File: config.mk
export PLATFORM = sky130hd
export DESIGN_NAME = ann_seq_ctrl
export DESIGN_NICKNAME = d
export VERILOG_FILES = /design/src/rtl/ann_seq_ctrl.sv
export SDC_FILE = /design/constraint.sdc
export NUM_CORES = 1
export LEC_CHECK = 0
export CAP_MARGIN = 0
export CORE_ASPECT_RATIO = 0.9
export CORE_UTILIZATION = 50
export CTS_CLUSTER_DIAMETER = 100
export DETAILED_ROUTE_END_ITERATION = 6
export DONT_BUFFER_PORTS = 1
export REMOVE_ABC_BUFFERS = 1
export SLEW_MARGIN = 15
export SYNTH_ARGS = -nofsm -noshare
export SYNTH_HDL_FRONTEND = slang
export SYNTH_SLANG_ARGS = --single-unit
File: constraint.sdc
create_clock -name clk -period 5.6 [get_ports clk]
set_input_delay 0.56 -clock clk [delete_from_list [all_inputs] [get_ports clk]]
set_output_delay 0.56 -clock clk [all_outputs]
set_load 0.01 [all_outputs]
File: src/rtl/ann_seq_ctrl.sv
// Sequencer for a two-layer ANN training datapath. It steers the W1/W2/data/
// target input streams into their buffers, then walks one training step
// (forward, output, error, weight updates) as a series of datapath ops with
// exactly one op outstanding at a time.
module ann_seq_ctrl #(
  parameter int N_IN  = 4,
  parameter int N_HID = 3,
  localparam int N_W1  = N_IN * N_HID,
  localparam int W1_AW = (N_W1  > 1) ? $clog2(N_W1)  : 1,
  localparam int HID_W = (N_HID > 1) ? $clog2(N_HID) : 1,
  localparam int IN_W  = (N_IN  > 1) ? $clog2(N_IN)  : 1
) (
  input  logic             clk,
  input  logic             rst,
  input  logic             in_valid_w1,
  input  logic             in_valid_w2,
  input  logic             in_valid_d,
  input  logic             in_valid_t,
  output logic             w1_we,
  output logic [W1_AW-1:0] w1_addr,
  output logic             w2_we,
  output logic [HID_W-1:0] w2_addr,
  output logic             d_we,
  output logic [IN_W-1:0]  d_addr,
  output logic             t_we,
  output logic             op_valid,
  input  logic             op_ready,
  output logic [2:0]       op_code,
  output logic [HID_W-1:0] op_row,
  output logic [IN_W-1:0]  op_col,
  output logic             op_first,
  input  logic             res_valid,
  output logic             out_valid,
  output logic             busy,
  output logic             err
);

  // Counters must be able to hold their limit, so they are one value wider
  // than the largest address.
  localparam int CNT_W = $clog2(N_W1 + 1);

  localparam logic [2:0] OP_MAC1 = 3'd0;
  localparam logic [2:0] OP_ACT  = 3'd1;
  localparam logic [2:0] OP_MAC2 = 3'd2;
  localparam logic [2:0] OP_ERR  = 3'd3;
  localparam logic [2:0] OP_UPD2 = 3'd4;
  localparam logic [2:0] OP_UPD1 = 3'd5;

  localparam logic [HID_W-1:0] ROW_LAST = HID_W'(N_HID - 1);
  localparam logic [IN_W-1:0]  COL_LAST = IN_W'(N_IN - 1);

  typedef enum logic [3:0] {
    S_IDLE, S_LOAD, S_FWD1, S_ACT, S_FWD2, S_OUT, S_BWD_ERR, S_UPD2, S_UPD1
  } state_t;

  state_t           state_reg, state_next, after_state;
  logic [HID_W-1:0] row_reg, row_next;
  logic [IN_W-1:0]  col_reg, col_next;
  logic             outstanding_reg;
  logic             weights_ok_reg;
  logic             err_reg, err_next;
  logic [3:0]       valid_prev_reg;

  logic                  load_window, clear_sample, discard;
  logic [3:0]            in_valid_vec, we_vec, over_vec;
  logic [3:0][CNT_W-1:0] cnt_vec, eff_vec;
  logic                  w1_full, w2_full, weights_full, sample_ready;
  logic                  op_active, op_matrix, op_single, phase_last;
  logic [2:0]            code_sel;
  logic                  first_sel;
  logic                  fire, res_hit;

  // Stream index: 0 = W1, 1 = W2, 2 = data point, 3 = target.
  assign in_valid_vec = {in_valid_t, in_valid_d, in_valid_w2, in_valid_w1};
  assign load_window  = (state_reg == S_IDLE) || (state_reg == S_LOAD);

  genvar gi;
  generate
    for (gi = 0; gi < 4; gi++) begin : g_stream
      localparam int LIMIT = (gi == 0) ? N_W1 : (gi == 1) ? N_HID : (gi == 2) ? N_IN : 1;
      localparam logic [CNT_W-1:0] LIMIT_C = CNT_W'(LIMIT);
      // Data and target belong to one sample and are consumed with it;
      // weights persist across samples.
      localparam bit PER_SAMPLE = (gi >= 2);

      logic [CNT_W-1:0] cnt_reg;
      logic             burst_start;

      // A rising valid starts a new burst that overwrites from address 0.
      assign burst_start  = in_valid_vec[gi] && !valid_prev_reg[gi];
      assign eff_vec[gi]  = burst_start ? '0 : cnt_reg;
      assign we_vec[gi]   = in_valid_vec[gi] && load_window && (eff_vec[gi] < LIMIT_C);
      assign over_vec[gi] = in_valid_vec[gi] && load_window && (eff_vec[gi] >= LIMIT_C);
      assign cnt_vec[gi]  = cnt_reg;

      // Count accepted words of this stream.
      always_ff @(posedge clk) begin
        if (rst) begin
          cnt_reg <= '0;
        end else if (PER_SAMPLE && clear_sample) begin
          cnt_reg <= '0;
        end else if (in_valid_vec[gi] && load_window) begin
          cnt_reg <= eff_vec[gi] + CNT_W'(we_vec[gi]);
        end
      end
    end
  endgenerate

  assign w1_we   = we_vec[0];
  assign w1_addr = eff_vec[0][W1_AW-1:0];
  assign w2_we   = we_vec[1];
  assign w2_addr = eff_vec[1][HID_W-1:0];
  assign d_we    = we_vec[2];
  assign d_addr  = eff_vec[2][IN_W-1:0];
  assign t_we    = we_vec[3];

  assign w1_full      = (cnt_vec[0] == CNT_W'(N_W1));
  assign w2_full      = (cnt_vec[1] == CNT_W'(N_HID));
  // Weights completed in the same cycle as the sample still count.
  assign weights_full = weights_ok_reg || (w1_full && w2_full);
  assign sample_ready = (cnt_vec[2] == CNT_W'(N_IN)) && (cnt_vec[3] == CNT_W'(1));

  assign fire    = op_valid && op_ready;
  assign res_hit = res_valid && outstanding_reg;
  assign busy    = !load_window;
  assign err     = err_reg;

  // Protocol violations are reported one cycle after they are seen.
  assign err_next = (|over_vec)
                  || (!load_window && (|in_valid_vec))
                  || (res_valid && !outstanding_reg)
                  || discard;

  // Next-state, op field and loop index logic.
  always_comb begin
    state_next   = state_reg;
    row_next     = row_reg;
    col_next     = col_reg;
    op_valid     = 1'b0;
    op_code      = 3'd0;
    op_row       = '0;
    op_col       = '0;
    op_first     = 1'b0;
    out_valid    = 1'b0;
    clear_sample = 1'b0;
    discard      = 1'b0;
    op_active    = 1'b0;
    op_matrix    = 1'b0;
    op_single    = 1'b0;
    code_sel     = 3'd0;
    first_sel    = 1'b0;
    after_state  = S_IDLE;
    phase_last   = 1'b0;

    case (state_reg)
      S_IDLE: begin
        if (|in_valid_vec) state_next = S_LOAD;
      end
      S_LOAD: begin
        if (sample_ready) begin
          clear_sample = 1'b1;
          if (weights_full) begin
            state_next = S_FWD1;
          end else begin
            discard    = 1'b1;
            state_next = S_IDLE;
          end
        end
      end
      S_FWD1: begin
        op_active = 1'b1; op_matrix = 1'b1; code_sel = OP_MAC1;
        first_sel = (col_reg == '0); after_state = S_ACT;
      end
      S_ACT: begin
        op_active = 1'b1; code_sel = OP_ACT; after_state = S_FWD2;
      end
      S_FWD2: begin
        op_active = 1'b1; code_sel = OP_MAC2;
        first_sel = (row_reg == '0); after_state = S_OUT;
      end
      S_OUT: begin
        out_valid  = 1'b1;
        state_next = S_BWD_ERR;
      end
      S_BWD_ERR: begin
        op_active = 1'b1; op_single = 1'b1; code_sel = OP_ERR; after_state = S_UPD2;
      end
      S_UPD2: begin
        op_active = 1'b1; code_sel = OP_UPD2; after_state = S_UPD1;
      end
      S_UPD1: begin
        op_active = 1'b1; op_matrix = 1'b1; code_sel = OP_UPD1; after_state = S_IDLE;
      end
      default: state_next = S_IDLE;
    endcase

    phase_last = op_single || ((row_reg == ROW_LAST) && (!op_matrix || (col_reg == COL_LAST)));

    if (op_active) begin
      // Fields are presented only while no op is outstanding.
      if (!outstanding_reg) begin
        op_valid = 1'b1;
        op_code  = code_sel;
        op_row   = op_single ? '0 : row_reg;
        op_col   = op_matrix ? col_reg : '0;
        op_first = first_sel;
      end
      // Advance only on completion of the outstanding op.
      if (res_hit) begin
        if (phase_last) begin
          row_next   = '0;
          col_next   = '0;
          state_next = after_state;
        end else if (op_matrix && (col_reg != COL_LAST)) begin
          col_next = col_reg + 1'b1;
        end else begin
          col_next = '0;
          row_next = row_reg + 1'b1;
        end
      end
    end
  end

  // State, loop indices, handshake and flag registers.
  always_ff @(posedge clk) begin
    if (rst) begin
      state_reg       <= S_IDLE;
      row_reg         <= '0;
      col_reg         <= '0;
      outstanding_reg <= 1'b0;
      weights_ok_reg  <= 1'b0;
      err_reg         <= 1'b0;
      valid_prev_reg  <= '0;
    end else begin
      state_reg      <= state_next;
      row_reg        <= row_next;
      col_reg        <= col_next;
      weights_ok_reg <= weights_ok_reg || (w1_full && w2_full);
      err_reg        <= err_next;
      valid_prev_reg <= in_valid_vec;
      if (fire) begin
        outstanding_reg <= 1'b1;
      end else if (res_hit) begin
        outstanding_reg <= 1'b0;
      end
    end
  end

endmodule

Word level (Yosys, flattened, before mapping)
Cells that the tools add are included.
{ "classes": {"n_lt_le_gt_ge": 8, "n_eq_ne": 16, "addsub": 6, "reduce_logical": 49, "mux": 41} }
{ "op_table": {"columns": ["operator", "count"], "rows": [
  ["4-bit two-way mux", 9],
  ["1-bit logical AND", 24],
  ["2-bit two-way mux", 11],
  ["4-bit by 3-bit equality test with 1-bit output, second input constant", 5],
  ["4-bit one-hot mux with 5 select lines", 1],
  ["4-bit by 1-bit adder with 4-bit output", 4],
  ["4-bit one-hot mux with 4 select lines", 1],
  ["1-bit two-way mux", 15],
  ["3-bit one-hot mux with 5 select lines", 1],
  ["4-bit by 2-bit equality test with 1-bit output, second input constant", 3],
  ["4-bit by 1-bit equality test with 1-bit output, second input constant", 2],
  ["4-bit equality test, second input constant", 2],
  ["4-bit OR reduction", 2],
  ["1-bit logical NOT", 7],
  ["1-bit logical OR", 7],
  ["3-bit two-way mux", 2],
  ["6-bit OR reduction", 1],
  ["2-bit by 1-bit adder with 2-bit output, second input constant", 2],
  ["2-bit equality test, second input constant", 2],
  ["4-bit by 1-bit >= comparator with 1-bit output, second input constant", 1],
  ["4-bit by 2-bit >= comparator with 1-bit output, second input constant", 1],
  ["4-bit by 3-bit >= comparator with 1-bit output, second input constant", 1],
  ["4-bit >= comparator, second input constant", 1],
  ["2-bit logical NOT", 2],
  ["11 further kinds", 13]
]} }
{ "totals": {"ff_bits": 31, "in_bits": 8, "wordCells": 131, "out_inout_bits": 24} }

Logic depth before layout (Yosys ltp)
Gate-level depths: netlist of run 1.
{ "depth": {"depth_word": 10, "depth_mapped": 9} }

Worst setup path after synthesis of run 1
No wires, ideal clock.
{ "synth_timing": {"path_kind": "flip-flop to output port", "start": "reg state_reg[2]", "end": "out op_first", "path_slack_ns": 3.578, "n_path_buf": 1, "arrival_ns": 1.462, "stages_incl_launch_ff": 6, "cell_sequence": "dfxtp_1 > buf_6 > nor2_2 > nand3_2 > and2_1 > nor4b_1"} }
{ "synth_via": {"elab_chain_len": 4} }
{ "synth_rtl": {"columns": ["element", "line", "source"], "rows": [
  ["from (decl)", "56", "state_t state_reg, state_next, after_state;"],
  ["from (signal assigned)", "235", "state_reg <= state_next;"],
  ["4-bit by 3-bit equality test with 1-bit output, or another cell as far along", "155", "case (state_reg)"],
  ["1-bit one-hot mux with 2 select lines / 6-bit OR reduction (equally long branches)", null, null],
  ["1-bit two-way mux (on tied branches)", "201, 155", null],
  ["1-bit two-way mux (*)", "199", "if (op_active) begin"],
  ["to (decl)", "31", "output logic op_first,"]
]} }
Mark *: on every way between the ends. The rest lies on a longest branch, timed or not.

Worst setup path after layout of run 1
Same ends and word-level chain as after synthesis.

==> metrics.md, run 1 <==
| Metric | Value |
|---|---|
| IR drop worst, VDD | `0.0001276 V` |
| PortBufs | `0` |
| CTS buffer count | `5` |
| First DRT Iteration DRCs | `104` |
| Met3 WL | `261 um` |
| Total power draw | `0.4376 mW` |
| Synth area leader | `dfxtp_1` |
| Final Critical Period | `2761 ps` |
| Top cells by area, synth | `dfxtp_1 (31%), ha_1 (7.6%), a21oi_1 (7.3%)` |
| GPL Wtd Cong | `0.8604` |
| Mean Syn Cell Area | `8.182 um^2` |
| Pleak | `0.7875 nW` |
| Flop pwr share | `53.3%` |
| Final setup viols | `0` |
| Worst Skew | `5.911 ps` |
| Initial core utilization | `52.91%` |
| CP max stage delay | `670 ps` |
| All-Layer GR Usage | `21.36%` |
| Vias in the first global route | `1477` |
| Fin worst setup slack | `2839 ps` |
| Routed length on met2 | `1952 um` |
| Largest net degree at the start of global routing | `26` |
| WP data required | `5040 ps` |
| Total grt overflow | `0` |
| Synth Cell Area | `0.001988 mm^2` |
| Uppermost layer routed | `met4` |
| Startpoint types | `flop` |
| Vias | `1731` |
| Switching share of power | `23.52%` |
| Top_reg_cell synth | `dfxtp_1` |
| Pre-CTS setup slack | `2993 ps` |
| Drt total wl | `4297 um` |
| Mux contribution to synthesized area | `3.524%` |
| Final period utilization | `49.30%` |
| Nets | `261` |
| DPL Wire Length | `3193 um` |
| Worst skew pair latency | `280 ps` |
| Die width | `68.47 um` |
| Via/cell ratio | `6.031` |
| Max_slew headroom | `59.94%` |
| Io pins | `32` |
| Layout cells sized above 1 | `9.129%` |
| Compound-Gate Fraction of Synth Area | `19.01%` |
| Final ANT Viol Nets | `0` |
| Clock power frac | `39.6%` |
| Number of diodes | `0` |
| Pint | `0.3347 mW` |
| Sequential fraction of the synthesis area | `31.21%` |
| Syn Inst Count | `243` |
| Placed cell areas | `0.001988 mm^2` |
| Worst-Margin Slew | `599.0 ps` |
| Die height | `61.82 um` |
| Final hold viol count | `0` |
| Crit-path cells | `nand2b_1, a21o_1, and2_1, nor4b_1` |
| Die ar. | `0.004233 mm^2` |
| Hold WS | `343.6 ps` |
| Max Clock Freq | `0.3622 GHz` |
| Crit path max-delay cell type | `dfxtp_1` |
| Area Overhead vs Synth | `4.405%` |
| Post-synth EDFFs | `0` |
| Outcome | `finished, final reports clean` |
| CP arrival | `2200 ps` |
| Cell Pwr Density | `210.8 mW/mm^2` |
| CTS sink count | `31` |
| # Post-CTS Setup Buffers | `0` |
| Hold Crit Class | `in2reg` |
| Yosys reg bits | `31` |
| Worst setup EP type | `primary output` |
| Core area | `0.003757 mm^2` |
| Root Buffer Master | `clkbuf_8` |
| First-pass GRT wire length | `6630 um` |
| Post-CTS sizing | `0` |
| Crit Path Max Fanout | `11` |
| WL/cell | `14.97 um` |
| Largest register FFs | `16` |
| Max Root-Sink Buffers | `2` |
| H-tree depth | `2` |
| Pins Over Slew Limit | `0` |
| DRC Markers | `0` |
| Initial antenna violation count | `0` |
| Synth Area in XOR/XNOR | `2.140%` |
| Netlist cell types | `55` |
| Top-area cell type share of the netlist area | `31.21%` |
| Comb pwr share | `7.1%` |
| YS warnings | `0` |
| Largest family of logic cells by synthesized area | `simple AND/OR/NAND/NOR gates` |
| Fillers | `353` |
| Hold buffer count at CTS | `0` |
| Unrepaired setup endpoints after global routing | `no` |
| Max_cap viols | `0` |
| # rows | `21` |
| CTS tree | `built` |
| Worst-path clk slew | `60 ps` |
| Detailed Routing Iterations Pass 1 | `4` |
| Synth async-reset ratio | `0%` |
| NetSw | `0.1029 mW` |
| Finished Cell Area | `0.002076 mm^2` |
| Post-Route M1 WL | `2026 um` |
| Setup CP Type | `reg2out` |
| Final setup TNS | `0 ps` |
| Post-Synth Simple-Gate Area | `31.21%` |
| Adder-Cell Fraction of Synth Area | `7.552%` |
[final timing paths]
kind / startpoint / to / slack, ps / cells after the start
worst max register to register: state_reg[3] / g_stream[3].cnt_reg[3] / 3000 / 8
worst min-delay path: rst / col_reg[0] / 340 / 1
worst max-delay path: state_reg[2] / op_first / 2840 / 4
worst min register to register: g_stream[0].cnt_reg[0] / g_stream[0].cnt_reg[0] / 480 / 2
[critical path: cells and delay by family (launching register included)]
family	cells	cell delay, ps
flip-flops	1	670
AO/OA/AOI/OAI	1	290
AND/OR/NAND/NOR	3	960
[stage by stage]
step / std cells / util, %
floorplan: 234 / -
global placement: 280 / 52.91
detailed placement: 280 / 52.91
CTS: 287 / 55.24
global route: 287 / 55.24
finish: 287 / 55.24
[power groups by stage]
stage	combinational (mW)	sequential (mW)	clock [mW]
6_report	0.0310	0.233	0.173
3_5_place_dp	0.0308	0.238	0
3_3_place_gp	0.0298	0.238	0
4_1_cts	0.0310	0.233	0.180
2_1_floorplan	0.0253	0.236	0
5_1_grt	0.0349	0.234	0.190
[layout by cell type (no fill, tap or decap), types with 3 or more instances in the layout]
cell / count
nor2_1: 19
a21oi_1: 29
clkbuf_8: 6
nor3_1: 7
a21o_1: 4
nand2b_1: 3
nor4_1: 5
inv_1: 11
nand3_1: 14
mux2i_1: 7
o21ai_1: 5
ha_1: 12
and2_1: 14
nand2_1: 25
nor2b_1: 6
dfxtp_1: 31
[metal layers]
metal / vias to the layer above / track usage [%]
met4: 0 / 7.143
met5: - / 0
met2: 46 / 33.47
met1: 813 / 28.49
met3: 7 / 5.657
li1: 865 / -
[Yosys cell counts, drive strengths merged, types with 2 or more instances]
cell / count
nand2b: 3
buf: 4
a21oi: 29
nor2b: 7
nor4: 6
nand2: 25
and2: 15
nand3: 15
xor2: 2
ha: 12
dfxtp: 31
a32oi: 2
nor2: 20
and3: 2
or4: 3
clkbuf: 5
a31oi: 2
xnor2: 2
nor3: 9
mux2i: 7
o21ai: 7
a211oi: 3
o21a: 2
a21o: 4
inv: 13
[cell families (layout without fill, tap and decap cells)]
group / Yosys count / count (layout)
AO/OA/AOI/OAI: 56 / 56
multiplexers: 7 / 7
AND/OR/NAND/NOR: 111 / 111
adder cells (fa/ha/maj): 12 / 12
XOR/XNOR: 4 / 4
flip-flops: 31 / 31
buffers and inverters: 22 / 20
[cell type report]
cell class / instances / area, um^2 / area share [%]
clock buffer: 6 / 82.58 / 3.978
clock inverter: 1 / 5.005 / 0.2411
inverter: 13 / 48.80 / 2.351
multi-input combinational: 190 / 1261 / 60.76
sequential: 31 / 620.6 / 29.90
tap: 46 / 57.56 / 2.773
Note: power is estimated with default switching activity, not from simulation.
==> run 2: changes to the inputs <==
--- a/config.mk
+++ b/config.mk
@@ -11,6 +11,7 @@
 export CTS_CLUSTER_DIAMETER = 100
 export DETAILED_ROUTE_END_ITERATION = 6
 export DONT_BUFFER_PORTS = 1
+export PLACE_DENSITY = 0.68
 export REMOVE_ABC_BUFFERS = 1
 export SLEW_MARGIN = 15
 export SYNTH_ARGS = -nofsm -noshare
==> constraint.sdc (replaced) <==
create_clock -name clk -period 2.26 [get_ports clk]
set_input_delay 0.226 -clock clk [delete_from_list [all_inputs] [get_ports clk]]
set_output_delay 0.226 -clock clk [all_outputs]
set_load 0.01 [all_outputs]
==> run 2 against run 1 <==
  * Sequential share of layout area decreased by 1.8 points
  * Sequential power is 150% higher
  * Register-to-register slack worse by 2700 ps
  * Clock skew is 1.4 ps lower
  * Design area rose by 6.6%
  * Combinational power grew to 3.1 times the previous value
  * Global-route usage is 1.5 points higher
  * Final cell count increased by 5.6%
  * Via count fell by 0.35%
  * Clock power increased to 2.6 times the previous value
  * Core utilization grew 3.7 points
  * Largest cell class unchanged
  * Largest power group unchanged
==> metrics.md, run 2 (same netlist as run 1, synthesis figures left out) <==
| Metric | Value |
|---|---|
| Core area | `0.003757 mm^2` |
| IR drop worst, VDD | `0.0003232 V` |
| DRC Markers | `0` |
| R2r startpoint | `g_stream[3].cnt_reg[1]` |
| Final ANT Viol Nets | `0` |
| Pins Over Slew Limit | `0` |
| Die ar. | `0.004233 mm^2` |
| Worst-path clk slew | `60 ps` |
| DPL Wire Length | `3142 um` |
| First DRT Iteration DRCs | `72` |
| Largest register FFs | `16` |
| Largest net degree at the start of global routing | `15` |
| Max_slew headroom | `59.66%` |
| Drt total wl | `4590 um` |
| Total grt overflow | `0` |
| Via/cell ratio | `5.693` |
| Io pins | `32` |
| Initial antenna violation count | `0` |
| Crit Path Max Fanout | `10` |
| Final setup viols | `0` |
| Worst Skew | `4.521 ps` |
| Sink of the worst hold path | `state_reg[3]` |
| Final hold viol count | `0` |
| CTS tree | `built` |
| WP data required | `2030 ps` |
| Worst skew pair latency | `290 ps` |
| Max_cap viols | `0` |
| Setup CP Type | `reg2out` |
| Layout cells sized above 1 | `14.01%` |
| Hold_sp | `rst` |
| Reg2Reg Depth | `7` |
| Worst r2r dst | `g_stream[3].cnt_reg[3]` |
| H-tree depth | `2` |
| Setup slack, reg-to-reg | `290 ps` |
| WL/cell | `15.15 um` |
| Number of diodes | `0` |
| Initial core utilization | `52.91%` |
| PortBufs | `0` |
| First-pass GRT wire length | `7086 um` |
| Vias | `1725` |
| # rows | `21` |
| Root Buffer Master | `clkbuf_8` |
| Final setup TNS | `0 ps` |
| Die width | `68.47 um` |
| Final Non-Filler Cells | `303` |
| Final Critical Period | `2173 ps` |
| Post-layout util | `58.91%` |
| Area Overhead vs Synth | `11.33%` |
| Placed Cells | `290` |
| CTS sink count | `31` |
| Max Clock Freq | `0.4601 GHz` |
| Total power draw | `1.121 mW` |
| Worst-Margin Slew | `603.1 ps` |
| Nets | `277` |
| Max Root-Sink Buffers | `2` |
| Cell Pwr Density | `506.3 mW/mm^2` |
| All-Layer GR Usage | `22.89%` |
| Pleak | `0.8645 nW` |
| Final period utilization | `96.16%` |
| Worst Hold Depth | `1` |
| CP arrival | `1950 ps` |
| Die height | `61.82 um` |
| Worst setup EP type | `primary output` |
| Vias in the first global route | `1562` |
| Startpoint types | `flop` |
| Detailed Routing Iterations Pass 1 | `4` |
| CTS buffer count | `5` |
| GPL Wtd Cong | `0.8825` |
| Outcome | `finished, final reports clean` |
| Most common cell after layout, fill and taps aside | `dfxtp_1` |
| Most frequent cells in the layout | `dfxtp_1 (30), a21oi_1 (29), nand2_1 (25)` |
| Hold Crit Class | `in2reg` |
-- run 2: worst max-delay path by stage --
stage                            start                     end  slack, ps  cells past startpoint
after floorplan           state_reg[3]  g_stream[3].cnt_reg[3]         70                      8
after global placement    state_reg[3]  g_stream[3].cnt_reg[3]        280                      8
after detailed placement  state_reg[3]  g_stream[3].cnt_reg[3]        150                      8
after CTS                 state_reg[2]                op_first         60                      6
after global routing      state_reg[2]                op_first        -30                      6
final                     state_reg[2]                op_first         90                      6
-- run 2: repair_timing --
item / 4_1_cts / 5_1_grt
resized for setup: 0 / 2
hold buffers: 2 / 2
hold endpoints to repair: 14 / 2
setup endpoints to repair: 0 / 5
setup buffers: 0 / 2
-- run 2: where the power goes --
part,leakage (nW),switching [mW],internal [mW]
registers,0.252,0.0170,0.560
clock network,0.0470,0.210,0.239
logic,0.565,0.0548,0.0404
total,0.864,0.282,0.839
-- run 2: metrics by stage --
stage / setup slack (ps) / hold slack (ps) / instance area, um^2
2_1_floorplan: 73.24 / 295.1 / 1931
3_3_place_gp: 276.7 / 301.2 / 2063
3_5_place_dp: 153.3 / 302.0 / 2063
4_1_cts: 60.00 / 0.4961 / 2171
5_1_grt: -30.90 / 53.56 / 2213
6_report: 86.67 / 60.81 / 2213
-- run 2: worst max-delay path, cell delays in order, from the launching register on --
cell	delay (ps)
dfxtp_1	370
buf_4	210
nand2b_1	120
a21o_1	260
and2_1	240
nor4b_2	280
buf_4	160
-- run 2: per-layer routing --
metal / wire, um / vias up / part of all wire (%) / track usage [%]
met5: 0 / - / 0 / 0
met4: 61 / 0 / 1.3 / 8.036
met3: 293 / 7 / 6.4 / 8.029
met2: 2065 / 41 / 45 / 35.99
met1: 2169 / 783 / 47 / 29.11
li1: - / 894 / - / -
-- run 2: final cells by class --
| type | instances | area (um^2) |
|---|---|---|
| multi-input combinational | 190 | 1267 |
| clock buffer | 6 | 82.58 |
| clock inverter | 1 | 5.005 |
| inverter | 13 | 48.80 |
| sequential | 31 | 621.8 |
| fill | 364 | 1544 |
| timing repair buffer | 16 | 130.1 |
| tap | 46 | 57.56 |
